<file path="src/rtl/alu_cmd_issuer.sv">
// Command FIFO feeding a single-cycle ALU handshake: queue {op, mode, a, b}, issue in order, wait for alu_done.
// Optional watchdog on the WAIT state is enabled by defining ALU_CMD_TIMEOUT_EN.
//
// state | meaning
// ------+-------------------------------------------------------------
// IDLE  | no command in flight; pops the FIFO head whenever count > 0
// WAIT  | command driven onto the ALU, outputs held until alu_done

module alu_cmd_issuer #(
    parameter int DEPTH = 4
) (
    input  logic                     clk,
    input  logic                     rst,
    input  logic                     cmd_valid,
    output logic                     cmd_ready,
    input  logic [1:0]               cmd_op,
    input  logic [2:0]               cmd_mode,
    input  logic [7:0]               cmd_a,
    input  logic [7:0]               cmd_b,
    output logic                     alu_enable,
    output logic                     alu_enable_a,
    output logic                     alu_enable_b,
    output logic [1:0]               alu_op,
    output logic [7:0]               alu_in_a,
    output logic [7:0]               alu_in_b,
    input  logic                     alu_done,
    output logic                     busy,
    output logic [$clog2(DEPTH):0]   count,
    output logic                     timeout_err
);

    localparam int PW = $clog2(DEPTH);
    localparam int CW = PW + 1;
    localparam logic [CW-1:0] FULL = CW'(DEPTH);

    typedef enum logic {
        IDLE = 1'b0,
        WAIT = 1'b1
    } state_t;

    state_t        state;
    logic [PW-1:0] wr_ptr;
    logic [PW-1:0] rd_ptr;
    logic [20:0]   mem [DEPTH];
    logic [20:0]   head;
    logic [1:0]    head_op;
    logic [2:0]    head_mode;
    logic [7:0]    head_a;
    logic [7:0]    head_b;
    logic          push;
    logic          pop;

    // Full blocks a push even when a pop happens in the same cycle.
    assign cmd_ready = (count != FULL);
    assign push      = cmd_valid && cmd_ready;
    assign pop       = (state == IDLE) && (count != '0);

    assign head      = mem[rd_ptr];
    assign head_op   = head[20:19];
    assign head_mode = head[18:16];
    assign head_a    = head[15:8];
    assign head_b    = head[7:0];

    assign busy      = (state == WAIT);

    always_ff @(posedge clk) begin
        if (push) begin
            mem[wr_ptr] <= {cmd_op, cmd_mode, cmd_a, cmd_b};
        end
    end

    // Power-of-two depth lets the pointers wrap naturally.
    always_ff @(posedge clk or posedge rst) begin
        if (rst) begin
            wr_ptr <= '0;
            rd_ptr <= '0;
            count  <= '0;
        end else begin
            if (push) begin
                wr_ptr <= wr_ptr + PW'(1);
            end
            if (pop) begin
                rd_ptr <= rd_ptr + PW'(1);
            end
            if (push && !pop) begin
                count <= count + CW'(1);
            end else if (!push && pop) begin
                count <= count - CW'(1);
            end
        end
    end

`ifdef ALU_CMD_TIMEOUT_EN
    logic [3:0] tmo_cnt;

    always_ff @(posedge clk or posedge rst) begin
        if (rst) begin
            state        <= IDLE;
            alu_enable   <= 1'b0;
            alu_enable_a <= 1'b0;
            alu_enable_b <= 1'b0;
            alu_op       <= 2'b00;
            alu_in_a     <= 8'h00;
            alu_in_b     <= 8'h00;
            tmo_cnt      <= 4'd0;
            timeout_err  <= 1'b0;
        end else begin
            timeout_err <= 1'b0;
            case (state)
                IDLE: begin
                    if (pop && head_mode != 3'b000) begin
                        alu_op       <= head_op;
                        alu_in_a     <= head_a;
                        alu_in_b     <= head_b;
                        alu_enable   <= head_mode[0];
                        alu_enable_a <= head_mode[1];
                        alu_enable_b <= head_mode[2];
                        tmo_cnt      <= 4'd0;
                        state        <= WAIT;
                    end
                end
                WAIT: begin
                    // Completion takes priority over an expiring watchdog.
                    if (alu_done) begin
                        alu_enable   <= 1'b0;
                        alu_enable_a <= 1'b0;
                        alu_enable_b <= 1'b0;
                        state        <= IDLE;
                    end else if (tmo_cnt == 4'hF) begin
                        alu_enable   <= 1'b0;
                        alu_enable_a <= 1'b0;
                        alu_enable_b <= 1'b0;
                        timeout_err  <= 1'b1;
                        state        <= IDLE;
                    end else begin
                        tmo_cnt <= tmo_cnt + 4'd1;
                    end
                end
                default: state <= IDLE;
            endcase
        end
    end
`else
    assign timeout_err = 1'b0;

    always_ff @(posedge clk or posedge rst) begin
        if (rst) begin
            state        <= IDLE;
            alu_enable   <= 1'b0;
            alu_enable_a <= 1'b0;
            alu_enable_b <= 1'b0;
            alu_op       <= 2'b00;
            alu_in_a     <= 8'h00;
            alu_in_b     <= 8'h00;
        end else begin
            case (state)
                IDLE: begin
                    if (pop && head_mode != 3'b000) begin
                        alu_op       <= head_op;
                        alu_in_a     <= head_a;
                        alu_in_b     <= head_b;
                        alu_enable   <= head_mode[0];
                        alu_enable_a <= head_mode[1];
                        alu_enable_b <= head_mode[2];
                        state        <= WAIT;
                    end
                end
                WAIT: begin
                    if (alu_done) begin
                        alu_enable   <= 1'b0;
                        alu_enable_a <= 1'b0;
                        alu_enable_b <= 1'b0;
                        state        <= IDLE;
                    end
                end
                default: state <= IDLE;
            endcase
        end
    end
`endif

endmodule
</file>
<file path="config.mk">
export PLATFORM = sky130hd
export DESIGN_NAME = alu_cmd_issuer
export DESIGN_NICKNAME = d
export VERILOG_FILES = /design/src/rtl/alu_cmd_issuer.sv
export SDC_FILE = /design/constraint.sdc
export NUM_CORES = 1
export LEC_CHECK = 0
export BUFFER_PORTS_ARGS = -buffer_cell sky130_fd_sc_hd__buf_2
export CAP_MARGIN = 40
export CORE_UTILIZATION = 35
export CTS_BUF_LIST = sky130_fd_sc_hd__clkbuf_8
export DETAILED_ROUTE_END_ITERATION = 8
export GPL_ROUTABILITY_DRIVEN = 0
export HOLD_SLACK_MARGIN = 0.08
export PLACE_DENSITY = 0.62
export SYNTH_ARGS = -nofsm -noshare
export SYNTH_HDL_FRONTEND = slang
export SYNTH_SLANG_ARGS = --single-unit
</file>
<file path="constraint.sdc">
create_clock -name clk -period 6.6 [get_ports clk]
set_input_delay 0.99 -clock clk [delete_from_list [all_inputs] [get_ports clk]]
set_output_delay 0.99 -clock clk [all_outputs]
set_load 0.01 [all_outputs]
</file>
==> flow_metrics.tcl <==
set metrics [dict create \
    area_growth_pct 21.3 \
    worst_setup_path_start_kind "flip-flop" \
    final_common_cell "edfxtp_1" \
    dieArea_mm2 0.0127 \
    dp_hpwl_um 4960 \
    grt_pass1_vias 2191 \
    clock_path_buffers 2 \
    worstMarginPinSlew_ns 0.774 \
    core-area_mm2 0.0120 \
    outcome "finished, final reports clean" \
    r2r-end "alu_in_a[5]" \
    cts.sinks 113 \
    ys_seq_area_share_pct 75.4 \
    fin_skew_ns 0.0131 \
    ys_ff_latch 113 \
    via_per_inst 4.77 \
    drc 0 \
    wl_met3_um 340 \
    layout-drive-gt1-share_pct 45.4 \
    htreeDepth 4 \
    root_buffer "clkbuf_8" \
    cp-endpoint "alu_in_a[5]" \
    synthesis.nets 232 \
    cap_violations 0 \
    grt_overflow 0 \
    finalWirelength_um 7420 \
    whs_ns 0.501 \
    path_class "reg -> reg" \
    cts-buffers-inserted 17 \
    die_x_um 113 \
    setup_ws_ns 3.74 \
    io_pins 52 \
    drv_slew 0 \
    synth_area_mm2 0.00431 \
    final_antenna_net_count 0 \
    path_clk_slew_ns 0.07 \
    ir_drop_mv 0.153 \
    powerDensity_mw_per_mm2 488 \
    r2r_slack_ns 3.74 \
    antenna_found_initial 0 \
    clk_latency_ns 0.41 \
    grt_setup_unrepaired "false" \
    die_h_um 113 \
    r2r-start "rd_ptr[0]" \
    p_leak_uw 0.00193 \
    startpoint "rd_ptr[0]" \
    finalHoldViolations 0 \
    dr.pass1.iters 4 \
    cts_tree "built" \
    syn_inst 201 \
    drt_iter0_drc 87 \
    syn-mean-instance-area_um2 21.4 \
    synth.distinct_cells 24 \
    final_cell_mix "edfxtp_1, buf_2, dfrtp_1" \
    cp-end-kind "flip-flop" \
    ys_warn_count 0 \
    post_cts_resized 0 \
    cp_max_fo 23 \
    fin_crit_sh_pct 43.3 \
    topRoutingLayerUsed "met4" \
    required_ns 6.89 \
    grtUsageTotal_pct 12.8 \
    pre_cts_ws_ns 3.67 \
    grt_max_degree 30 \
    layout.nets 300 \
    port_buffers 50 \
    wl_met1_um 3190 \
    grt_pass1_wl_um 11600 \
    hold_class "reg -> reg" \
    slew_headroom_pct 48.4 \
    ctsHoldBuffers 0 \
    cts_setup_buffers 0 \
    met2_length_um 3840 \
    fin_tns_setup_ns 0 \
    via_count 2048 \
    timing.fmax_mhz 350 \
    n_antenna_cell 0 \
    wl_per_cell_um 17.3 \
    initial_core_util_pct 35.8 \
    rr_worst_depth 4 \
    setup_viol 0 \
    cp.arrival_ns 3.14 \
    min_period_ns 2.86 \
    rows 40 \
]
state kept, by name, indices dropped and copies added, names as in the netlist:
name,cells
mem,84
alu_in_a,8
alu_in_b,8
count,3
alu_op,2
rd_ptr,2
wr_ptr,2
alu_enable,1
alu_enable_a,1
alu_enable_b,1
busy,1
kinds of logic (layout without fill, tap and decap cells):
kind of cell    count (synthesis)  after routing  share of synthesized area (%)
other cells                     1              1                         0.0871
xor+xnor                        6              6                           1.22
simple gates                   11             11                           1.34
compound gates                  9              9                           2.12
fa+ha+maj                       6              6                           1.92
flops                         113            113                           75.4
buf+inv                        14             95                           1.66
mux                            41             41                           16.2
cell type report:
class / count / area [um^2]
multi-input cells: 74 / 986
well taps: 147 / 184
clock buffers: 18 / 248
inverters: 6 / 22.5
clock inverters: 14 / 173
fillers: 1073 / 6790
flip-flops and latches: 113 / 3250
repair buffers: 57 / 360
report_power, final:
part,internal [uW],total [uW],switching [uW]
Clock,414,677,264
Combinational,417,762,345
Sequential,979,1110,129
routing by layer:
layer,vias up,track usage (%)
met4,0,4.21
met5,-,0
met1,1054,15.2
li1,932,-
met3,4,4.71
met2,58,21.6
worst max-delay path: stages (launching register included):
cell      delay (ns)
dfrtp_2         0.88
mux4_2          0.67
o311ai_4        0.61
buf_8           0.23
mux2_2          0.34
Yosys cell counts:
master	count	area (um^2)
clkbuf_1	3	11.3
buf_6	2	22.5
conb_1	1	3.75
xor2_1	2	17.5
mux2_2	20	225
nand2_1	2	7.51
buf_4	1	7.51
a32o_1	3	30.0
nor2_1	2	7.51
ha_1	5	62.6
o21ai_0	1	5.00
edfxtp_1	84	2520
o211ai_1	3	22.5
xnor2_1	4	35.0
mux4_2	21	473
a21boi_1	1	7.51
dfrtp_1	29	726
o311ai_4	1	26.3
fa_1	1	20.0
nand3_1	1	5.00
buf_1	2	7.51
inv_1	6	22.5
or3_1	1	6.26
and2_1	5	31.3
how the worst min path moves through the flow:
stage / depth (start not counted) / slack (ns) / from / endpoint
after floorplan: 1 / 0.53 / wr_ptr[1] / wr_ptr[1]
after global placement: 1 / 0.49 / alu_in_a[7] / alu_in_a[7]
after detailed placement: 1 / 0.49 / alu_in_b[2] / alu_in_b[2]
after CTS: 1 / 0.51 / alu_in_b[2] / alu_in_b[2]
after global routing: 1 / 0.53 / alu_in_a[0] / alu_in_a[0]
final: 1 / 0.50 / alu_in_b[2] / alu_in_b[2]
stage by stage:
stage | cells | area [um^2] | power (uW) | util (%)
floorplan | 201 | 4310 | 1640 | -
global placement | 391 | 4700 | 1840 | 39.1
detailed placement | 397 | 4800 | 1910 | 40.0
CTS | 429 | 5220 | 2600 | 43.5
global route | 429 | 5220 | 2700 | 43.5
finish | 429 | 5220 | 2550 | 43.5
No activity file was read; power rests on OpenSTA's default activity.
